==> src/rtl/int_dispatch_ctrl_if.sv <==
// Signal bundle between the interrupt dispatch controller and the peripherals / core control path.
// All request inputs are single-cycle pulses sampled on the rising clock edge; there is no back-pressure.
interface int_dispatch_ctrl_if #(
    parameter int NUM_IRQ = 5
);
    logic [NUM_IRQ-1:0] irq_pulse;
    logic               if_wr;
    logic [NUM_IRQ-1:0] if_wdata;
    logic               ie_wr;
    logic [NUM_IRQ-1:0] ie_wdata;
    logic               ei;
    logic               di;
    logic               reti;
    logic               instr_boundary;

    logic [NUM_IRQ-1:0] if_q;
    logic [NUM_IRQ-1:0] ie_q;
    logic               ime;
    logic               int_pending;
    logic               dispatch_busy;
    logic               push_hi;
    logic               push_lo;
    logic [2:0]         pc_sel;
    logic [2:0]         int_pc_in;
    logic [2:0]         dbg_state;

    modport master (
        output irq_pulse, if_wr, if_wdata, ie_wr, ie_wdata, ei, di, reti, instr_boundary,
        input  if_q, ie_q, ime, int_pending, dispatch_busy, push_hi, push_lo, pc_sel,
               int_pc_in, dbg_state
    );

    modport slave (
        input  irq_pulse, if_wr, if_wdata, ie_wr, ie_wdata, ei, di, reti, instr_boundary,
        output if_q, ie_q, ime, int_pending, dispatch_busy, push_hi, push_lo, pc_sel,
               int_pc_in, dbg_state
    );
endinterface

==> src/rtl/int_dispatch_ctrl.sv <==
// Interrupt controller (IF/IE/IME) and fixed-length dispatch sequencer driving the stack path and pc_mod.
// Define INT_DISPATCH_CANCEL_EN to re-pick the vector in PUSH_LO and jump to 0x0000 if nothing is left pending.
module int_dispatch_ctrl #(
    parameter int NUM_IRQ       = 5,
    parameter int DISPATCH_WAIT = 2
) (
    input logic clock,
    input logic reset,
    int_dispatch_ctrl_if.slave bus
);

    typedef enum logic [2:0] {
        S_IDLE    = 3'd0,
        S_WAIT    = 3'd1,
        S_PUSH_HI = 3'd2,
        S_PUSH_LO = 3'd3,
        S_LOAD    = 3'd4
    } state_t;

    function automatic logic [2:0] lowest_set(input logic [NUM_IRQ-1:0] v);
        lowest_set = 3'd0;
        for (int i = NUM_IRQ - 1; i >= 0; i--) begin
            if (v[i]) lowest_set = 3'(i);
        end
    endfunction

    state_t             state_q, state_d;
    logic [1:0]         wait_q, wait_d;
    logic [2:0]         idx_q, idx_d;
    logic               cancel_q, cancel_d;
    logic [NUM_IRQ-1:0] if_r, if_d;
    logic [NUM_IRQ-1:0] ie_r, ie_d;
    logic               ime_r, ime_d;
    logic               eip_q, eip_d;
    logic [NUM_IRQ-1:0] clr;
    logic [NUM_IRQ-1:0] pending;
    logic               take;

    logic       busy_q, busy_d;
    logic       push_hi_q, push_hi_d;
    logic       push_lo_q, push_lo_d;
    logic [2:0] pc_sel_q, pc_sel_d;
    logic [2:0] int_pc_in_q, int_pc_in_d;

    assign pending = if_r & ie_r;
    assign take    = (state_q == S_IDLE) && bus.instr_boundary && ime_r && (|pending);

    always_comb begin
        state_d  = state_q;
        wait_d   = wait_q;
        idx_d    = idx_q;
        cancel_d = cancel_q;
        ie_d     = bus.ie_wr ? bus.ie_wdata : ie_r;
        ime_d    = ime_r;
        eip_d    = eip_q;
        clr      = '0;

        case (state_q)
            S_IDLE: begin
                // di dominates; the take decision below still sees the old IME
                if (bus.di) begin
                    ime_d = 1'b0;
                    eip_d = 1'b0;
                end else begin
                    if (bus.instr_boundary && eip_q) begin
                        ime_d = 1'b1;
                        eip_d = 1'b0;
                    end
                    if (bus.reti) ime_d = 1'b1;
                    if (bus.ei)   eip_d = 1'b1;
                end
                if (take) begin
                    idx_d    = lowest_set(pending);
                    cancel_d = 1'b0;
                    ime_d    = 1'b0;
                    if (DISPATCH_WAIT == 0) begin
                        state_d = S_PUSH_HI;
                    end else begin
                        state_d = S_WAIT;
                        wait_d  = 2'(DISPATCH_WAIT - 1);
                    end
                end
            end
            S_WAIT: begin
                if (wait_q == 2'd0) state_d = S_PUSH_HI;
                else                wait_d  = wait_q - 2'd1;
            end
            S_PUSH_HI: state_d = S_PUSH_LO;
            S_PUSH_LO: begin
                state_d = S_LOAD;
`ifdef INT_DISPATCH_CANCEL_EN
                idx_d    = lowest_set(pending);
                cancel_d = ~(|pending);
`else
                idx_d    = idx_q;
                cancel_d = 1'b0;
`endif
            end
            S_LOAD: begin
                state_d = S_IDLE;
                if (!cancel_q) begin
                    for (int i = 0; i < NUM_IRQ; i++) begin
                        if (idx_q == 3'(i)) clr[i] = 1'b1;
                    end
                end
            end
            default: state_d = S_IDLE;
        endcase

        // A fresh pulse on the bit being acknowledged wins over the clear
        if_d = ((bus.if_wr ? bus.if_wdata : if_r) & ~clr) | bus.irq_pulse;

        busy_d      = (state_d != S_IDLE);
        push_hi_d   = (state_d == S_PUSH_HI);
        push_lo_d   = (state_d == S_PUSH_LO);
        pc_sel_d    = (state_d == S_LOAD) ? (cancel_d ? 3'd4 : 3'd3) : 3'd0;
        int_pc_in_d = (state_d == S_LOAD && !cancel_d) ? idx_d : 3'd0;
    end

    always_ff @(posedge clock) begin
        if (reset) begin
            state_q     <= S_IDLE;
            wait_q      <= 2'd0;
            idx_q       <= 3'd0;
            cancel_q    <= 1'b0;
            if_r        <= '0;
            ie_r        <= '0;
            ime_r       <= 1'b0;
            eip_q       <= 1'b0;
            busy_q      <= 1'b0;
            push_hi_q   <= 1'b0;
            push_lo_q   <= 1'b0;
            pc_sel_q    <= 3'd0;
            int_pc_in_q <= 3'd0;
        end else begin
            state_q     <= state_d;
            wait_q      <= wait_d;
            idx_q       <= idx_d;
            cancel_q    <= cancel_d;
            if_r        <= if_d;
            ie_r        <= ie_d;
            ime_r       <= ime_d;
            eip_q       <= eip_d;
            busy_q      <= busy_d;
            push_hi_q   <= push_hi_d;
            push_lo_q   <= push_lo_d;
            pc_sel_q    <= pc_sel_d;
            int_pc_in_q <= int_pc_in_d;
        end
    end

    assign bus.if_q          = if_r;
    assign bus.ie_q          = ie_r;
    assign bus.ime           = ime_r;
    assign bus.int_pending   = |pending;
    assign bus.dispatch_busy = busy_q;
    assign bus.push_hi       = push_hi_q;
    assign bus.push_lo       = push_lo_q;
    assign bus.pc_sel        = pc_sel_q;
    assign bus.int_pc_in     = int_pc_in_q;
    assign bus.dbg_state     = state_q;

endmodule
==> src/flat_wrapper.sv <==
// flat-port wrapper written by rule: the top's interface ports become plain ports
module int_dispatch_ctrl_flat 
#(
    parameter int NUM_IRQ       = 5,
    parameter int DISPATCH_WAIT = 2
)
  (clock, reset, bus_irq_pulse, bus_if_wr, bus_if_wdata, bus_ie_wr, bus_ie_wdata, bus_ei, bus_di, bus_reti, bus_instr_boundary, bus_if_q, bus_ie_q, bus_ime, bus_int_pending, bus_dispatch_busy, bus_push_hi, bus_push_lo, bus_pc_sel, bus_int_pc_in, bus_dbg_state);
  int_dispatch_ctrl_if #(.NUM_IRQ(NUM_IRQ)) bus_i ();
  input logic clock;
  input logic reset;
  input wire logic [$bits(bus_i.irq_pulse)-1:0] bus_irq_pulse;
  input wire logic [$bits(bus_i.if_wr)-1:0] bus_if_wr;
  input wire logic [$bits(bus_i.if_wdata)-1:0] bus_if_wdata;
  input wire logic [$bits(bus_i.ie_wr)-1:0] bus_ie_wr;
  input wire logic [$bits(bus_i.ie_wdata)-1:0] bus_ie_wdata;
  input wire logic [$bits(bus_i.ei)-1:0] bus_ei;
  input wire logic [$bits(bus_i.di)-1:0] bus_di;
  input wire logic [$bits(bus_i.reti)-1:0] bus_reti;
  input wire logic [$bits(bus_i.instr_boundary)-1:0] bus_instr_boundary;
  output wire logic [$bits(bus_i.if_q)-1:0] bus_if_q;
  output wire logic [$bits(bus_i.ie_q)-1:0] bus_ie_q;
  output wire logic [$bits(bus_i.ime)-1:0] bus_ime;
  output wire logic [$bits(bus_i.int_pending)-1:0] bus_int_pending;
  output wire logic [$bits(bus_i.dispatch_busy)-1:0] bus_dispatch_busy;
  output wire logic [$bits(bus_i.push_hi)-1:0] bus_push_hi;
  output wire logic [$bits(bus_i.push_lo)-1:0] bus_push_lo;
  output wire logic [$bits(bus_i.pc_sel)-1:0] bus_pc_sel;
  output wire logic [$bits(bus_i.int_pc_in)-1:0] bus_int_pc_in;
  output wire logic [$bits(bus_i.dbg_state)-1:0] bus_dbg_state;
  assign bus_i.irq_pulse = bus_irq_pulse;
  assign bus_i.if_wr = bus_if_wr;
  assign bus_i.if_wdata = bus_if_wdata;
  assign bus_i.ie_wr = bus_ie_wr;
  assign bus_i.ie_wdata = bus_ie_wdata;
  assign bus_i.ei = bus_ei;
  assign bus_i.di = bus_di;
  assign bus_i.reti = bus_reti;
  assign bus_i.instr_boundary = bus_instr_boundary;
  assign bus_if_q = bus_i.if_q;
  assign bus_ie_q = bus_i.ie_q;
  assign bus_ime = bus_i.ime;
  assign bus_int_pending = bus_i.int_pending;
  assign bus_dispatch_busy = bus_i.dispatch_busy;
  assign bus_push_hi = bus_i.push_hi;
  assign bus_push_lo = bus_i.push_lo;
  assign bus_pc_sel = bus_i.pc_sel;
  assign bus_int_pc_in = bus_i.int_pc_in;
  assign bus_dbg_state = bus_i.dbg_state;
  int_dispatch_ctrl #(.NUM_IRQ(NUM_IRQ), .DISPATCH_WAIT(DISPATCH_WAIT)) u_core (.clock(clock), .reset(reset), .bus(bus_i));
endmodule
==> config.mk <==
export PLATFORM = sky130hd
export DESIGN_NAME = int_dispatch_ctrl_flat
export DESIGN_NICKNAME = d
export VERILOG_FILES = /design/src/rtl/int_dispatch_ctrl_if.sv /design/src/rtl/int_dispatch_ctrl.sv /design/src/flat_wrapper.sv
export SDC_FILE = /design/constraint.sdc
export NUM_CORES = 1
export LEC_CHECK = 0
export CORE_ASPECT_RATIO = 1.4
export CORE_MARGIN = 2
export CORE_UTILIZATION = 30
export CTS_BUF_LIST = sky130_fd_sc_hd__clkbuf_4 sky130_fd_sc_hd__clkbuf_8
export DETAILED_ROUTE_END_ITERATION = 10
export PLACE_DENSITY = 0.68
export RECOVER_POWER = 100
export SETUP_SLACK_MARGIN = 0.5
export SYNTH_ARGS = -nofsm -noshare
export SYNTH_HDL_FRONTEND = slang
export SYNTH_SLANG_ARGS = --single-unit
==> constraint.sdc <==
create_clock -name clock -period 2.7 [get_ports clock]
set_clock_uncertainty 0.1 [all_clocks]
set_input_delay 0.27 -clock clock [delete_from_list [all_inputs] [get_ports clock]]
set_output_delay 0.27 -clock clock [all_outputs]
set_load 0.02 [all_outputs]
Word level (Yosys, flattened, before mapping):

Cells that the tools add are included.

* bits of input ports: 23
* output and inout bits: 24
* word-level logic and storage cells: 83
* bits in latches: 0
* memories kept: 0
* bits in registers: 30
* memory bits (read-only): 0
* memory bits (writable): 0

* bitwise operators: 6
* mux-type cells: 31
* add/subtract/negate cells: 1
* magnitude comparators: 0
* divide/modulo/power cells: 0
* eq/ne operators: 13
* shift operators: 0
* multiply operators: 0
* reductions and logical operators: 19

Operators with widths (count)
* two-way mux 3 bit: 10
* equality test 3 x 2 -> 1 bit, second input constant: 6
* two-way mux 5 bit: 3
* two-way mux 1 bit: 13
* case mux 3 bit (4 select lines): 1
* bitwise AND 5 bit: 2
* equality test 3 bit, second input constant: 3
* equality test 3 x 1 -> 1 bit, second input constant: 2
* logical NOT 3 bit: 2
* nonzero test 3 bit: 2
* logical AND 1 bit: 5
* NOT 5 bit: 1
* OR 5 bit: 1
* OR reduction 5 bit: 1
* two-way mux 2 bit: 2
* case mux 2 bit (2 select lines): 1
* AND reduction 2 bit: 2
* nonzero test 4 bit: 1
* OR reduction 2 bit: 2
* AND reduction 3 bit: 1
* logical NOT 2 bit: 1
* != test 2 x 1 -> 1 bit, second input constant: 1
* != test 2 bit, second input constant: 1
* NOT 1 bit: 2
* other kinds (4): 4

Depth between registers and ports, before layout:

* depth after elaboration: 10
* gate-level depth with buffers: 6

Least setup slack after synthesis:

Ideal clock, no wire load.

* kind: flip-flop to flip-flop
* start: register u_core.if_r[1], in the netlist u_core.bus.if_q[1]
* end: register u_core.wait_q[0]
* setup slack: 1.030 ns
* data arrival time: 1.450 ns
* buffers on the path: 0
* cell stages (with the launch flop): 5
* required time: 2.480 ns
* path through: dfxtp_1 a22oi_1 nand3_1 and2_4 o31a_1

* longest elaborated chain between the ends: 5

Ends and longest elaborated chain
* from (decl): line int_dispatch_ctrl.sv:31 `logic [NUM_IRQ-1:0] if_r, if_d;`
* from (signal assigned): line int_dispatch_ctrl.sv:140 `if_r <= if_d;`
* bitwise AND 5 bit: line int_dispatch_ctrl.sv:45 `assign pending = if_r & ie_r;`
* OR reduction 5 bit
* named net bus_int_pending: line flat_wrapper.sv:23 `output wire logic [$bits(bus_i.int_pending)-1:0] bus_int_pending;`
* logical AND 1 bit: line int_dispatch_ctrl.sv:46 `assign take = (state_q == S_IDLE) && bus.instr_boundary && ime_r && (|pending);`
* != test 2 x 1 -> 1 bit (no source line)
* AND reduction 3 bit (no source line)
* to (signal assigned): line int_dispatch_ctrl.sv:137 `wait_q <= wait_d;`
* to (decl): line int_dispatch_ctrl.sv:28 `logic [1:0] wait_q, wait_d;`

The timed path passes the listed nets, and every way through them passes these cells.
A chain may end at the register's enable or synchronous reset.

Worst setup path in the final report:

* start: input reset
* end: register u_core.int_pc_in_q[1], in the netlist u_core.bus.int_pc_in[1]

* longest elaborated chain between the ends: 1

Ends and longest elaborated chain
* from (decl): line flat_wrapper.sv:10 `input logic reset;`
* OR reduction 2 bit (no source line)
* to (signal assigned): line int_dispatch_ctrl.sv:148 `int_pc_in_q <= int_pc_in_d;`
* to (decl): line int_dispatch_ctrl.sv:43 `logic [2:0] int_pc_in_q, int_pc_in_d;`

No other way between the ends.

==> flow_summary.toml <==
[outcome]
status = "completed"

[place]
place.gp.congestion = 0.7982
dp_slack_ns = 0.8024
portBuffers = 46
dp_hpwl_um = 2325

[clock_tree]
cts_setup_buffers = 0
clk_latency_ns = 0.28
cts_made_buffers = 5
cts_htree_levels = 2
cts_hold_buf = 0
cts.sinks = 29
clk_path_buf_depth = 2
root_buffer = "clkbuf_8"
ctsResizeCount = 0
clk_pin_slew_ns = 0.06
cts_tree = "done"

[yosys]
netlist_instances = 128
synth_seq_cells = 29
synth_nets = 152
yosysWarnings = 0
synth.distinct_cells = 40
syn_avg_cell_area_sq_um = 9.316
seq_area_frac_synth = 0.4869
netlist_area_sq_um = 1192

[global_routing]
grtUsageTotal = 0.1373
gr-total-overflow = 0
antenna_found_initial = 0
grt_pass1_wl_um = 4678
grt_pass1_vias = 1051
grt_max_degree = 22

[sta]
finalCritPeriodShare = 0.7708
clock.fmax_mhz = 480.5
rsz0062_at_grt = "false"
hold_viol_final = 0
fin_crit_ns = 2.081
finalMaxSlewViolations = 0
setup_viol = 0
fin_ws_ns = 0.6189
worstMarginPinSlew_ns = 0.8746
slew_headroom = 0.4169
timing.hold.ws_ns = 0.3741
tns_ns = 0

[setup_path]
cp-start-kind = "input port"
worst-path-max-fanout = 21
critPathKind = "in2reg"
ff2ff_setup_slack_ns = 0.62
crit_arrival_ns = 2.15
r2r-start = "u_core.bus.dbg_state[0]"
worst_setup_path_end_kind = "flip-flop"
r2r_cells = 4
r2r_end = "u_core.idx_q[0]"
critPathRequiredTime_ns = 2.77

[detailed_routing]
routed_wl_um = 2974
drt_first_iter_violations = 37
via_per_inst = 5.068
num_vias = 1115
avgRoutedWirePerCell_um = 13.52
antenna_left = 0
drc = 0
firstDrtPassIters = 4

[die]
die_h_um = 78.60
num_rows = 27
fp.dieW_um = 57.28
dieArea_sq_um = 4502
core_sq_um = 3885
ios = 47
initial_core_util = 0.3069

[power]
worst_ir_drop_vdd_v = 0.0002983
p_leak_nw = 0.7361
power_density_nw_per_um2 = 556.9

[finish]
layout_common_cells = "dfxtp_1, dlygate4sd3_1, nor2_1, clkdlybuf4s50_1, mux2i_1"
mostFrequentLayoutCell = "dfxtp_1"
antennaDiodeCount = 0
nFillCells = 386
nNetsFinal = 200
drive_above_1_share = 0.05650
multi_input_comb_area_sq_um = 546.8
syn_to_final_growth_pct = 47.85
seq_area_sq_um = 580.6

[min_path]
min_delay_path_depth = 2
hold_path.class = "reg2reg"
hold_end = "u_core.cancel_q"
hold_start = "u_core.cancel_q"

[flow_run]
drv_cap = 0
through the flow:
stage / util / instances / area, sq um / power (mW)
after CTS: 0.4605 / 220 / 1789 / 1.006
after floorplan: - / 128 / 1192 / 0.5399
after detailed placement: 0.4345 / 212 / 1688 / 0.6182
after global routing: 0.4538 / 220 / 1763 / 1.022
final: 0.4538 / 220 / 1763 / 0.9818
after global placement: 0.4345 / 212 / 1688 / 0.6154
metal layers:
metal,GRT usage,up-vias,routed length (um)
met2,0.2529,41,1571
met1,0.1377,524,1146
met3,0.04119,4,213
met4,0.06279,0,42
met5,0,-,0
li1,-,546,-
cell type report:
cell class / instances / area share
timing repair buffer: 47 / 0.2598
sequential: 29 / 0.3293
tap: 43 / 0.03052
clock buffer: 7 / 0.05465
multi-input combinational: 87 / 0.3101
inverter: 6 / 0.01278
clock inverter: 1 / 0.002839
Yosys cell counts:
cell type | count | area [sq um]
a2111oi_0 | 1 | 8.760
a2111oi_1 | 1 | 10.01
a2111oi_2 | 1 | 15.01
a211oi_1 | 1 | 7.510
a21o_1 | 1 | 7.510
a21oi_1 | 7 | 35.03
a22oi_1 | 2 | 15.01
a31oi_1 | 4 | 25.02
a32o_1 | 1 | 10.01
a32oi_1 | 1 | 8.760
a41o_1 | 1 | 10.01
a41oi_1 | 1 | 8.760
and2_1 | 2 | 12.51
and2_4 | 1 | 8.760
buf_4 | 1 | 7.510
clkbuf_1 | 5 | 18.77
conb_1 | 1 | 3.750
dfxtp_1 | 29 | 580.6
ha_1 | 1 | 12.51
inv_1 | 6 | 22.52
mux2i_1 | 10 | 100.1
nand2_1 | 6 | 22.52
nand2b_1 | 1 | 6.260
nand3_1 | 1 | 5.000
nand3b_1 | 1 | 7.510
nand4_1 | 1 | 6.260
nor2_1 | 22 | 82.58
nor2b_1 | 2 | 12.51
nor3_1 | 3 | 15.01
nor3_4 | 1 | 16.27
nor3b_1 | 1 | 7.510
nor4b_1 | 1 | 8.760
o21ai_0 | 2 | 10.01
o2bb2ai_1 | 2 | 17.52
o31a_1 | 1 | 8.760
o31ai_1 | 1 | 7.510
or2_2 | 1 | 6.260
or2_4 | 1 | 8.760
or3_1 | 1 | 6.260
or3b_1 | 1 | 8.760
where the power goes:
group          leakage (nW)  internal, mW  total (mW)  switching, mW
Clock                0.0542         0.230       0.385          0.156
Combinational         0.445        0.0709       0.137         0.0659
Sequential            0.237         0.444       0.460         0.0152
cell families (layout without fill, tap and decap cells):
family / after synthesis / count (layout) / synth area share
AO/OA/AOI/OAI: 28 / 28 / 0.1721
adder cells (fa/ha/maj): 1 / 1 / 0.01049
buffers and inverters: 12 / 61 / 0.04093
flip-flops: 29 / 29 / 0.4869
multiplexers: 10 / 10 / 0.08395
other: 1 / 1 / 0.003145
AND/OR/NAND/NOR: 47 / 47 / 0.2025
state kept, by name (all words and copies together), names as in the netlist:
name / count
u_core.bus.int_pc_in: 3
u_core.bus.dbg_state: 3
u_core.bus.push_hi: 1
u_core.bus.dispatch_busy: 1
u_core.eip_q: 1
u_core.bus.if_q: 5
u_core.bus.push_lo: 1
u_core.bus.ie_q: 5
u_core.cancel_q: 1
u_core.wait_q: 2
u_core.bus.ime: 1
u_core.bus.pc_sel: 2
u_core.idx_q: 3
critical path, stage by stage:
cell             delay (ns)
clkdlybuf4s50_1        0.45
clkbuf_1               0.65
or2_0                  0.48
nor2_1                 0.12
and2_0                 0.17
worst max-delay path by stage:
stage	from	end	slack, ns
detailed placement	bus_instr_boundary	u_core.idx_q[1]	0.80
global placement	bus_instr_boundary	u_core.idx_q[1]	0.90
CTS	u_core.bus.ie_q[1]	bus_int_pending	0.57
finish	reset	u_core.bus.int_pc_in[1]	0.62
floorplan	u_core.bus.if_q[1]	u_core.wait_q[0]	1.03
global route	reset	u_core.bus.int_pc_in[1]	0.46
(Power assumes the default switching activity.)
